$ cat src/rtl/fridge_pkg.sv
// Shared types and helpers for the multi-compartment fridge controller.
//   - therm_state_t : per-zone thermostat state (IDLE / COOL / HOLDOFF)
//   - FIELD_TEMP / FIELD_CAP : encodings of the wr_field select
//   - clamp_u : saturating clamp of an unsigned value into [lo, hi]
package fridge_pkg;

    typedef enum logic [1:0] {
        ST_IDLE    = 2'd0,
        ST_COOL    = 2'd1,
        ST_HOLDOFF = 2'd2
    } therm_state_t;

    localparam logic FIELD_TEMP = 1'b0;
    localparam logic FIELD_CAP  = 1'b1;

    function automatic logic [31:0] clamp_u(input logic [31:0] v,
                                            input logic [31:0] lo,
                                            input logic [31:0] hi);
        if (v < lo)      return lo;
        else if (v > hi) return hi;
        else             return v;
    endfunction

endpackage

$ cat src/rtl/fridge_thermostat.sv
// One compartment thermostat: IDLE/COOL/HOLDOFF FSM with hysteresis and a
// minimum off-time after each cool phase.
// Optional feature macro: DOOR_ALARM_EN adds a door-open counter and alarm.
// Ports:
//   clk, rst        clock, synchronous active-high reset
//   pwr             mains enable; low forces IDLE and clears counters
//   sense_t         measured temperature code
//   set_t           stored setpoint code
//   door / alarm    door open input, door alarm output (DOOR_ALARM_EN only)
//   cool_on         compressor demand, high exactly while in COOL
module fridge_thermostat
    import fridge_pkg::*;
#(
    parameter int TW        = 5,
    parameter int HYST      = 2,
    parameter int MIN_OFF   = 8,
    parameter int ALARM_CYC = 64
) (
    input  logic          clk,
    input  logic          rst,
    input  logic          pwr,
    input  logic [TW-1:0] sense_t,
    input  logic [TW-1:0] set_t,
`ifdef DOOR_ALARM_EN
    input  logic          door,
    output logic          alarm,
`endif
    output logic          cool_on
);

    localparam int CNT_W = (MIN_OFF > 1) ? $clog2(MIN_OFF) : 1;

    therm_state_t     state, state_nx;
    logic [CNT_W-1:0] cnt, cnt_nx;

    // One extra bit so set_t + HYST cannot wrap near the top of the code range.
    logic [TW:0] sense_x, set_x, thr_x;
    assign sense_x = {1'b0, sense_t};
    assign set_x   = {1'b0, set_t};
    assign thr_x   = set_x + (TW+1)'(HYST);

    always_comb begin
        state_nx = state;
        cnt_nx   = cnt;
        if (!pwr) begin
            state_nx = ST_IDLE;
            cnt_nx   = '0;
        end else begin
            case (state)
                ST_IDLE: begin
                    if (sense_x > thr_x) state_nx = ST_COOL;
                end
                ST_COOL: begin
                    if (sense_x <= set_x) begin
                        state_nx = ST_HOLDOFF;
                        cnt_nx   = CNT_W'(MIN_OFF - 1);
                    end
                end
                ST_HOLDOFF: begin
                    // sense_t is deliberately ignored here: no re-entry until the off-time expires.
                    if (cnt == '0) state_nx = ST_IDLE;
                    else           cnt_nx   = cnt - CNT_W'(1);
                end
                default: state_nx = ST_IDLE;
            endcase
        end
    end

    always_ff @(posedge clk) begin
        if (rst) begin
            state <= ST_IDLE;
            cnt   <= '0;
        end else begin
            state <= state_nx;
            cnt   <= cnt_nx;
        end
    end

    assign cool_on = (state == ST_COOL);

`ifdef DOOR_ALARM_EN
    localparam int DW = $clog2(ALARM_CYC + 1);

    logic [DW-1:0] door_cnt;

    // Saturating open-time counter; any closed-door or power-off cycle restarts it.
    always_ff @(posedge clk) begin
        if (rst || !pwr || !door) begin
            door_cnt <= '0;
        end else if (door_cnt != DW'(ALARM_CYC)) begin
            door_cnt <= door_cnt + DW'(1);
        end
    end

    assign alarm = (door_cnt == DW'(ALARM_CYC));
`endif

endmodule

$ cat src/rtl/fridge_zone_ctrl.sv
// Multi-compartment fridge controller: registered setpoint/capacity bank with
// write decode, plus one fridge_thermostat per compartment.
// Optional feature macro: DOOR_ALARM_EN adds per-zone door/alarm ports.
// Ports:
//   clk, rst     clock, synchronous active-high reset
//   pwr          mains enable; low blocks writes and idles every thermostat
//   wr_valid     write request; wr_ready = pwr && !rst
//   wr_field     FIELD_TEMP (setpoint) or FIELD_CAP (capacity)
//   wr_zone      target compartment; out-of-range zones are accepted and dropped
//   wr_data      write value; setpoints are clamped to [T_MIN, T_MAX]
//   sense_t      measured temperatures, zone k at [k*TW +: TW]
//   set_t, cap   stored setpoints and capacities
//   door, alarm  per-zone door input and alarm output (DOOR_ALARM_EN only)
//   cool_on      per-zone compressor demand
module fridge_zone_ctrl
    import fridge_pkg::*;
#(
    parameter int N_ZONE    = 2,
    parameter int TW        = 5,
    parameter int CW        = 2,
    parameter int T_MIN     = 0,
    parameter int T_MAX     = 31,
    parameter int T_DEF     = 16,
    parameter int HYST      = 2,
    parameter int MIN_OFF   = 8,
    parameter int ALARM_CYC = 64,
    localparam int ZW       = (N_ZONE > 1) ? $clog2(N_ZONE) : 1
) (
    input  logic                 clk,
    input  logic                 rst,
    input  logic                 pwr,
    input  logic                 wr_valid,
    output logic                 wr_ready,
    input  logic                 wr_field,
    input  logic [ZW-1:0]        wr_zone,
    input  logic [TW-1:0]        wr_data,
    input  logic [N_ZONE*TW-1:0] sense_t,
    output logic [N_ZONE*TW-1:0] set_t,
    output logic [N_ZONE*CW-1:0] cap,
`ifdef DOOR_ALARM_EN
    input  logic [N_ZONE-1:0]    door,
    output logic [N_ZONE-1:0]    alarm,
`endif
    output logic [N_ZONE-1:0]    cool_on
);

    logic [TW-1:0] set_q [N_ZONE];
    logic [CW-1:0] cap_q [N_ZONE];
    logic          wr_fire;
    logic          zone_ok;
    logic [TW-1:0] set_wr;

    assign wr_ready = pwr && !rst;
    assign wr_fire  = wr_valid && wr_ready;
    assign zone_ok  = int'(wr_zone) < N_ZONE;
    assign set_wr   = TW'(clamp_u(32'(wr_data), 32'(T_MIN), 32'(T_MAX)));

    always_ff @(posedge clk) begin
        for (int k = 0; k < N_ZONE; k++) begin
            if (rst) begin
                set_q[k] <= TW'(T_DEF);
                cap_q[k] <= '0;
            end else if (wr_fire && zone_ok && (int'(wr_zone) == k)) begin
                if (wr_field == FIELD_TEMP) set_q[k] <= set_wr;
                else                        cap_q[k] <= wr_data[CW-1:0];
            end
        end
    end

    for (genvar g = 0; g < N_ZONE; g++) begin : g_zone
        assign set_t[g*TW +: TW] = set_q[g];
        assign cap[g*CW +: CW]   = cap_q[g];

        fridge_thermostat #(
            .TW        (TW),
            .HYST      (HYST),
            .MIN_OFF   (MIN_OFF),
            .ALARM_CYC (ALARM_CYC)
        ) u_therm (
            .clk     (clk),
            .rst     (rst),
            .pwr     (pwr),
            .sense_t (sense_t[g*TW +: TW]),
            .set_t   (set_q[g]),
`ifdef DOOR_ALARM_EN
            .door    (door[g]),
            .alarm   (alarm[g]),
`endif
            .cool_on (cool_on[g])
        );
    end

endmodule
$ cat config.mk
export PLATFORM = sky130hd
export DESIGN_NAME = fridge_zone_ctrl
export DESIGN_NICKNAME = d
export VERILOG_FILES = /design/src/rtl/fridge_pkg.sv /design/src/rtl/fridge_thermostat.sv /design/src/rtl/fridge_zone_ctrl.sv
export SDC_FILE = /design/constraint.sdc
export NUM_CORES = 1
export LEC_CHECK = 0
export ABC_AREA = 1
export CORE_UTILIZATION = 40
export CTS_CLUSTER_DIAMETER = 30
export CTS_CLUSTER_SIZE = 28
export DETAILED_ROUTE_END_ITERATION = 12
export SYNTH_ARGS = -nofsm -noshare
export SYNTH_HDL_FRONTEND = slang
export SYNTH_SLANG_ARGS = --single-unit
$ cat constraint.sdc
create_clock -name clk -period 1.95 [get_ports clk]
set_input_delay 0.39 -clock clk [delete_from_list [all_inputs] [get_ports clk]]
set_output_delay 0.39 -clock clk [all_outputs]
set_load 0.005 [all_outputs]
After elaboration in Yosys (flattened, before gate mapping)
Memories as Yosys holds them, arrays and structs flattened.
Cells that the tools add are included.

cells by class
  add/subtract/negate cells = 4
  $lt $le $gt $ge = 4
  equal/unequal tests = 12
  muxes and demuxes = 34
  bitwise operators = 6
  reduce and logical (&&, ||, !) cells = 16

operators by type and width
  operator                                                count
  2-to-1 mux 1 bit                                        16
  2-to-1 mux 2 bit                                        8
  adder 5 x 2 -> 6 bit (second input constant)            2
  > comparator 5 x 6 -> 1 bit                             2
  2-to-1 mux 3 bit                                        4
  case mux 2 bit (3 select lines)                         2
  case mux 3 bit (2 select lines)                         2
  AND reduction 3 bit                                     4
  <= comparator 5 bit                                     2
  2-to-1 mux 5 bit                                        2
  inequality test 2 x 1 -> 1 bit (second input constant)  4
  inequality test 2 bit (second input constant)           4
  zero test 3 bit                                         2
  subtractor 3 x 1 -> 3 bit (second input constant)       2
  equality test 2 x 1 -> 1 bit (second input constant)    2
  equality test 2 bit (second input constant)             2
  logical AND 1 bit                                       4
  zero test 2 bit                                         2
  OR 1 bit                                                4
  nonzero test 2 bit                                      2
  inverter 1 bit                                          2
  OR reduction 2 bit                                      1
  zero test 1 bit                                         1

word-level totals
  bits in registers = 10
  memory bits (writable) = 14
  input bits = 21
  word-level logic and storage cells = 82
  memories kept = 2

memory list
  memory  depth  bits a word  read ports  clocked after Yosys merged registers in  write ports  line                    source
  set_q   2      5            2           0                                        2            fridge_zone_ctrl.sv:47  logic [TW-1:0] set_q [N_ZONE];
  cap_q   2      2            2           0                                        2            fridge_zone_ctrl.sv:48  logic [CW-1:0] cap_q [N_ZONE];

Longest topological paths before layout
Gate-level depths: netlist of the first run.

  depth after elaboration = 8
  gate-level depth with buffers = 12
  depth with buffers taken out = 12

Hierarchy
Synthesis of the first run repeated with hierarchy kept, for this count alone.

second synthesis, totals
  cell total of the unflattened synthesis = 213
  area total of the unflattened synthesis = 1746.7 sq um

modules (own cells, without submodules)
  module                                 instances  cells each  area an instance (sq um)  seq. area each (sq um)
  fridge_zone_ctrl                       1          49          593.1                     420.4
  fridge_thermostat (g_zone[0].u_therm)  1          82          578.1                     100.1
  fridge_thermostat (g_zone[1].u_therm)  1          82          575.6                     100.1

Least setup slack after synthesis of the first run
No wires, ideal clock.

  path type = register -> register
  start = mem set_q[0][1]
  end = reg g_zone[0].u_therm.state[1]
  library setup time = 0.113 ns
  arrival = 1.669 ns
  required time = 1.837 ns
  setup slack = 0.168 ns
  cell stages (with the launch flop) = 11
  path buffers = 0
  clock period less this slack = 1.782 ns
  cells stage by stage = edfxtp_1 -> ha_1 -> xnor2_1 -> ha_1 -> nand3_1 -> nor2_1 -> nor2_2 -> a21oi_2 -> nor2_4 -> nor2_1 -> nor2_1

RTL lines
  item                  line                     source
  from (decl)           fridge_zone_ctrl.sv:47
  to (signal assigned)  fridge_thermostat.sv:74  state <= state_nx;
  to (decl)             fridge_thermostat.sv:33  therm_state_t state, state_nx;

==> flow_summary.ini, run 1 <==
[status]
status = finished, final reports clean

[synthesis]
synthSimpleGateAreaFrac_pct = 31.0
yosys_warnings = 0
synth_seq_cells = 24
yosysSeqAreaShare_pct = 31.3
avgSynthCellArea_um2 = 7.83
synth-xor-area-share_pct = 1.77
syn_area_um2 = 1980
synth_cells = 253
synth_top_family_by_area = simple AND/OR/NAND/NOR gates
yosys-mux-area-fraction_pct = 0
yosysUniqueCellTypes = 25
syn-num-nets = 304
synthAdderAreaFrac_pct = 18.9
synth-compound-area-share_pct = 5.05

[clock_network]
postCtsHoldBufs = 0
clockBufferDepth = 2
path_clk_slew_ns = 0.08
cts.sinks = 24
clkLatencyLatePin_ns = 0.26
cts_tree = built
root_buffer = clkbuf_8
cts-buffers-inserted = 3
htree_levels = 1

[global_routing]
grt_pass1_wl_um = 6490
grt_usage_pct = 15.9
grt_max_degree = 14
grt_pass1_vias = 1531
grt-ovfl-total = 0
antenna_found_initial = 0

[power]
intPower_mw = 1.01
vdd_ir_drop_max_mv = 0.235
swShare_pct = 33.3
leakagePower_nw = 1.24
p_comb_share_pct = 39.7
power_density_nw_per_um2 = 576
power_frac_clock_pct = 20.1
seqPwrFrac_pct = 40.1
p_switching_mw = 0.502
fin_total_pwr_mw = 1.51

[sta]
fmax_ghz = 0.539
holdWs_ns = 0.509
slew_headroom_pct = 80.9
hold_violations = 0
fin_crit_sh_pct = 95.1
finalCriticalPeriod_ns = 1.85
maxSlewViolCount = 0
final.setup_skew_ns = 0.00194
worst_pin_slew_ns = 0.285
worst_slack_ns = 0.0963
rsz0062_at_grt = true
setup_viol = 0

[floorplanning]
num_rows = 25
initial_core_util_pct = 41.7
die_area_um2 = 5240
die_w_um = 72.4
pin_count = 38
die_h_um = 72.4
core_um2 = 4750

[worst_hold_path]
hold_path_class = register to register
hold_depth = 2

[worst_setup_path]
crit_cells = 11
reg2reg_depth = 11
cp.required_ns = 2.12
arrival_ns = 2.02
path_buf_inv = 0
crit_fanout = 3
slowest_stage = edfxtp_1
cpPeakStageDelay_ns = 0.44
crit_type = register to register
cp-start-kind = register
cpMostUsedCell = nor2_1
crit_family = adder cells
worstSetupEndpointType = register
cp_cell_sequence = ha_2 > xnor2_1 > ha_1 > nand2_1 > nor2_1 > nor2_1 > nand2_2 > a21oi_4 > nor2_4 > nor2_1 > nor2_1

[finish]
n_fill_cell = 478
finalNetCount = 360
layoutNonFillerInstCount = 375
diodes = 0
register_area_um2 = 621
multi_input_area_um2 = 1160
synthToLayoutAreaGrowth_pct = 32.1
drive_gt1_share_pct = 19.2

[drt]
viasPerCell = 4.43
routedWlPerCell_um = 10.3
routed_wl_um = 3850
ant_nets = 0
drtIter0Drc = 32
route.detailed.drc = 0
vias = 1663
dr.pass1.iters = 4

[placement]
dp.cells = 367
gp_congestion = 0.811
dp_hpwl_um = 3140
port_buffers = 37
post-place-ws_ns = -0.0654

[flow_run]
cap_violations = 0
layout by cell type, fill, tap and decap left out, types with 3 or more instances in the layout:
master,netlist,layout
dfxtp_1,10,10
nor2_4,4,4
ha_1,30,28
nand2_4,4,4
clkbuf_8,0,3
clkdlybuf4s50_1,0,36
buf_4,2,17
inv_1,55,55
nor2_1,35,32
nand4_1,6,6
nor2_2,5,8
nand3_1,6,4
a21oi_2,4,3
nand3_2,2,4
edfxtp_1,14,14
a21oi_1,6,6
nand2_2,6,7
nand2_1,47,46
worst register-to-register path, cell delays in order, from the launching register on:
cell	delay, ns
edfxtp_1	0.44
ha_2	0.23
xnor2_1	0.12
ha_1	0.32
nand2_1	0.07
nor2_1	0.04
nor2_1	0.10
nand2_2	0.09
a21oi_4	0.17
nor2_4	0.05
nor2_1	0.08
nor2_1	0.04
area by class of cell:
cell class,instances,share of cell area (%)
Clock buffer,4,1.72
Inverter,57,8.17
Multi-Input combinational cell,169,44.2
Sequential cell,24,23.7
Tap cell,67,3.20
Timing Repair Buffer,54,19.0
registers in the layout, indices dropped and copies added, names as in the netlist:
register	cells
set_q	10
g_zone.u_therm.cnt	6
cap_q	4
g_zone.u_therm.state	4
power groups by stage:
stage | Clock, mW | Combinational (mW) | Sequential [mW]
detailed placement | 0 | 0.574 | 0.616
floorplan | 0 | 0.397 | 0.613
CTS | 0.314 | 0.576 | 0.606
global route | 0.331 | 0.679 | 0.610
finish | 0.304 | 0.599 | 0.605
global placement | 0 | 0.569 | 0.617
cells by family after synthesis:
group                    count (synthesis)
AND/OR/NAND/NOR                        119
buffers and inverters                   60
adder cells (fa/ha/maj)                 30
flip-flops                              24
AO/OA/AOI/OAI                           16
XOR/XNOR                                 4
synthesized netlist by cell type:
library cell   n  area share, %
nand2_2        6            1.9
xnor2_1        2           0.88
nand3_1        6            1.5
edfxtp_1      14             21
o21ai_1        2           0.51
nor4_2         2            1.3
a21oi_2        4            1.8
nor2_4         4            2.3
nor2_2         5            1.6
nand3_2        2            1.0
nand3_4        2            1.8
clkbuf_4       1           0.38
xor2_1         2           0.88
o21bai_1       2           0.76
nand2_1       47            8.9
inv_2          2           0.38
nand2_4        4            2.3
nor2_1        35            6.6
inv_1         55             10
o21ai_0        2           0.51
ha_1          30             19
dfxtp_1       10             10
a21oi_1        6            1.5
buf_4          2           0.76
nand4_1        6            1.9
routing by layer:
layer | part of all wire [%] | track usage [%]
met3 | 3.2 | 2.22
met2 | 47 | 26.6
met1 | 49 | 20.9
met5 | 0 | 0
met4 | 1.1 | 5.88
stage by stage:
step	cell area [µm²]	TNS (ns)	util, %
floorplan	1980	0	-
global placement	2510	-0.178	52.8
detailed placement	2510	-0.329	52.8
CTS	2550	0	53.7
global route	2620	-0.0989	55.1
finish	2620	0	55.1
final timing paths:
path                                    from                          to  slack, ns
setup / recovery                 set_q[1][2]  g_zone[1].u_therm.state[0]        0.1
hold / removal    g_zone[0].u_therm.state[0]  g_zone[0].u_therm.state[0]       0.51
setup reg to reg                 set_q[1][2]  g_zone[1].u_therm.state[0]        0.1
hold reg to reg   g_zone[0].u_therm.state[0]  g_zone[0].u_therm.state[0]       0.51
repair_timing:
| action | in CTS | in global routing |
|---|---|---|
| buffers inserted | 0 | 4 |
| gates resized for setup | 1 | 9 |
| pin swaps | 0 | 8 |
| endpoints found under the setup margin | 1 | 4 |
Power figures use the tool's default switching activity.
==> run 2, diff against run 1 <==
- CELL_PAD_IN_SITES_DETAIL_PLACEMENT: not set -> 2
- CELL_PAD_IN_SITES_GLOBAL_PLACEMENT: not set -> 2
- CORE_UTILIZATION: 40 -> 30
- PLACE_DENSITY_LB_ADDON: not set -> 0.1
- SLEW_MARGIN: not set -> 40
==> run 2 against run 1 <==
  * Highest routed layer unchanged
  * Sequential power up 0.8%
  * Clock power is 43% higher
  * Hold slack better by 0.013 ns
  * Fmax fell by 5.0%
  * The flow now finishes with violations (setup timing)
  * Combinational power up 9.0%
  * Setup slack lost 0.098 ns
  * Clock-buffer cell count down 1
  * Cell area rose by 4.8%
==> flow_summary.ini, run 2 (synthesis gave the netlist of run 1 again) <==
[status]
status = finished with violations
failed_checks = setup timing

[worst_hold_path]
hold_depth = 2
hold_path_class = register to register
min_delay_worst_endpoint = g_zone[1].u_therm.state[0]
hold_path.startpoint = g_zone[1].u_therm.state[0]

[drt]
drtIter0Drc = 26
routed_wl_um = 5230
route.detailed.drc = 0
ant_nets = 0
dr.pass1.iters = 4
routedWlPerCell_um = 13.4
viasPerCell = 4.49
vias = 1755

[finish]
diodes = 0
regMostFlops = set_q
largest_reg_flops = 10
multi_input_area_um2 = 1190
drive_gt1_share_pct = 23.6
finalNetCount = 366
layout_commonest_cell = inv_1
n_fill_cell = 735
layout_common_cells = 54 x inv_1, 45 x nand2_1, 35 x clkdlybuf4s50_1
synthToLayoutAreaGrowth_pct = 38.4
utilization_pct = 43.2
top_regs = set_q: 10 flops, g_zone.u_therm.cnt: 6 flops
register_area_um2 = 621

[worst_setup_path]
cpPeakStageDelay_ns = 0.48
r2r-end = g_zone[0].u_therm.state[0]
r2r_slack_ns = -0.001
arrival_ns = 2.12
reg2reg_depth = 11
cp-start-kind = register
cp.required_ns = 2.12
cp_cell_sequence = ha_2 > xnor2_1 > ha_1 > nand2_1 > nor2_1 > nor2_1 > nand2_1 > a21oi_2 > nor2_4 > nor2_1 > nor2_1
crit_family = adder cells
path_buf_inv = 0
crit_type = register to register
crit_fanout = 3
crit_cells = 11
cpMostUsedCell = nor2_1
reg2reg_from = set_q[0][1]
slowest_stage = edfxtp_1
worstSetupEndpointType = register

[sta]
hold_violations = 0
worst_pin_slew_ns = 0.322
setup_viol = 1
worst_slack_ns = -0.00135
fin_crit_sh_pct = 100
rsz0062_at_grt = true
slew_headroom_pct = 78.4
maxSlewViolCount = 0
tns_ns = -0.00135
fmax_ghz = 0.512
final.setup_skew_ns = 0.00768
finalCriticalPeriod_ns = 1.95

[floorplanning]
die_h_um = 83.3
core_um2 = 6350
die_w_um = 83.3
pin_count = 38
num_rows = 29
initial_core_util_pct = 31.2
die_area_um2 = 6940

[power]
intPower_mw = 1.15
power_frac_clock_pct = 25.6
swShare_pct = 32.0
seqPwrFrac_pct = 35.9
p_switching_mw = 0.544
power_density_nw_per_um2 = 619
vdd_ir_drop_max_mv = 0.274
leakagePower_nw = 1.30
p_comb_share_pct = 38.4

[clock_network]
cts.sinks = 24
cts-buffers-inserted = 3
postCtsHoldBufs = 0
cts_tree = built
htree_levels = 1
clkLatencyLatePin_ns = 0.27
root_buffer = clkbuf_8
clockBufferDepth = 2
path_clk_slew_ns = 0.09

[global_routing]
grt_pass1_wl_um = 8610
grt-ovfl-total = 0
grt_max_degree = 15
grt_pass1_vias = 1809
antenna_found_initial = 0
grt_usage_pct = 15.1

[flow_run]
cap_violations = 0

[placement]
gp_congestion = 0.744
port_buffers = 37
dp_hpwl_um = 4150
==> run 2: cell count changes in the layout (fill, tap and decap cells not counted), sizes merged <==
| cell | previous run | this run |
|---|---|---|
| dlygate4sd2 | 1 | 0 |
| bufinv | 0 | 1 |
| clkdlybuf4s50 | 36 | 35 |
| clkbuf | 4 | 3 |
| buf | 17 | 24 |
| dlymetal6s2s | 0 | 1 |
==> run 2: stage by stage <==
| stage | power [mW] | cells | instance area [µm²] | setup WS (ns) | hold WS (ns) |
|---|---|---|---|---|---|
| 3_3_place_gp | 1.20 | 376 | 2520 | -0.0574 | 0.499 |
| 6_report | 1.70 | 391 | 2740 | -0.00135 | 0.522 |
| 2_1_floorplan | 1.01 | 253 | 1980 | 0.168 | 0.467 |
| 3_5_place_dp | 1.22 | 376 | 2520 | -0.0927 | 0.513 |
| 5_1_grt | 1.82 | 391 | 2740 | -0.164 | 0.543 |
| 4_1_cts | 1.67 | 384 | 2620 | 0.0196 | 0.528 |
==> run 2: worst max-delay path by stage <==
stage	from	endpoint	slack [ns]
6_report	set_q[0][1]	g_zone[0].u_therm.state[0]	-0.001
5_1_grt	set_q[0][1]	g_zone[0].u_therm.state[0]	-0.16
4_1_cts	set_q[1][1]	g_zone[1].u_therm.state[1]	0.02
3_5_place_dp	sense_t[9]	g_zone[1].u_therm.cnt[1]	-0.09
3_3_place_gp	sense_t[9]	g_zone[1].u_therm.cnt[1]	-0.06
2_1_floorplan	set_q[0][1]	g_zone[0].u_therm.state[1]	0.17
==> run 2: final cells by class <==
class / instances / share of cell area, %
clock buffer: 3 / 1.50
timing repair buffer: 60 / 19.9
clock inverter: 1 / 1.09
tap: 77 / 3.51
inverter: 57 / 7.80
sequential: 24 / 22.6
multi-input combinational: 169 / 43.5
==> run 2: worst reg2reg max path: cells and delay by family (launching register included) <==
family	cells	cell delay [ns]
adders and majority gates	2	0.55
and+or+nand+nor	7	0.52
DFF	1	0.48
AOI/OAI and AO/OA	1	0.19
xor gates and xnor gates	1	0.12
==> run 2: power by group through the flow <==
| stage | Sequential (mW) | Clock (mW) | Combinational [mW] |
|---|---|---|---|
| 2_1_floorplan | 0.613 | 0 | 0.397 |
| 3_3_place_gp | 0.619 | 0 | 0.580 |
| 3_5_place_dp | 0.621 | 0 | 0.602 |
| 4_1_cts | 0.609 | 0.447 | 0.616 |
| 5_1_grt | 0.616 | 0.466 | 0.741 |
| 6_report | 0.610 | 0.436 | 0.653 |
==> run 2: repair_timing <==
item	in CTS	in global routing
gates resized for setup	1	18
buffers inserted	4	7
setup endpoints to repair	3	8
pin swaps	0	15
==> run 2: per-layer routing <==
layer	part of all wire (%)	track usage [%]
met1	50	21.2
met2	48	25.6
met3	2.0	1.29
met4	0.40	2.35
met5	0	0
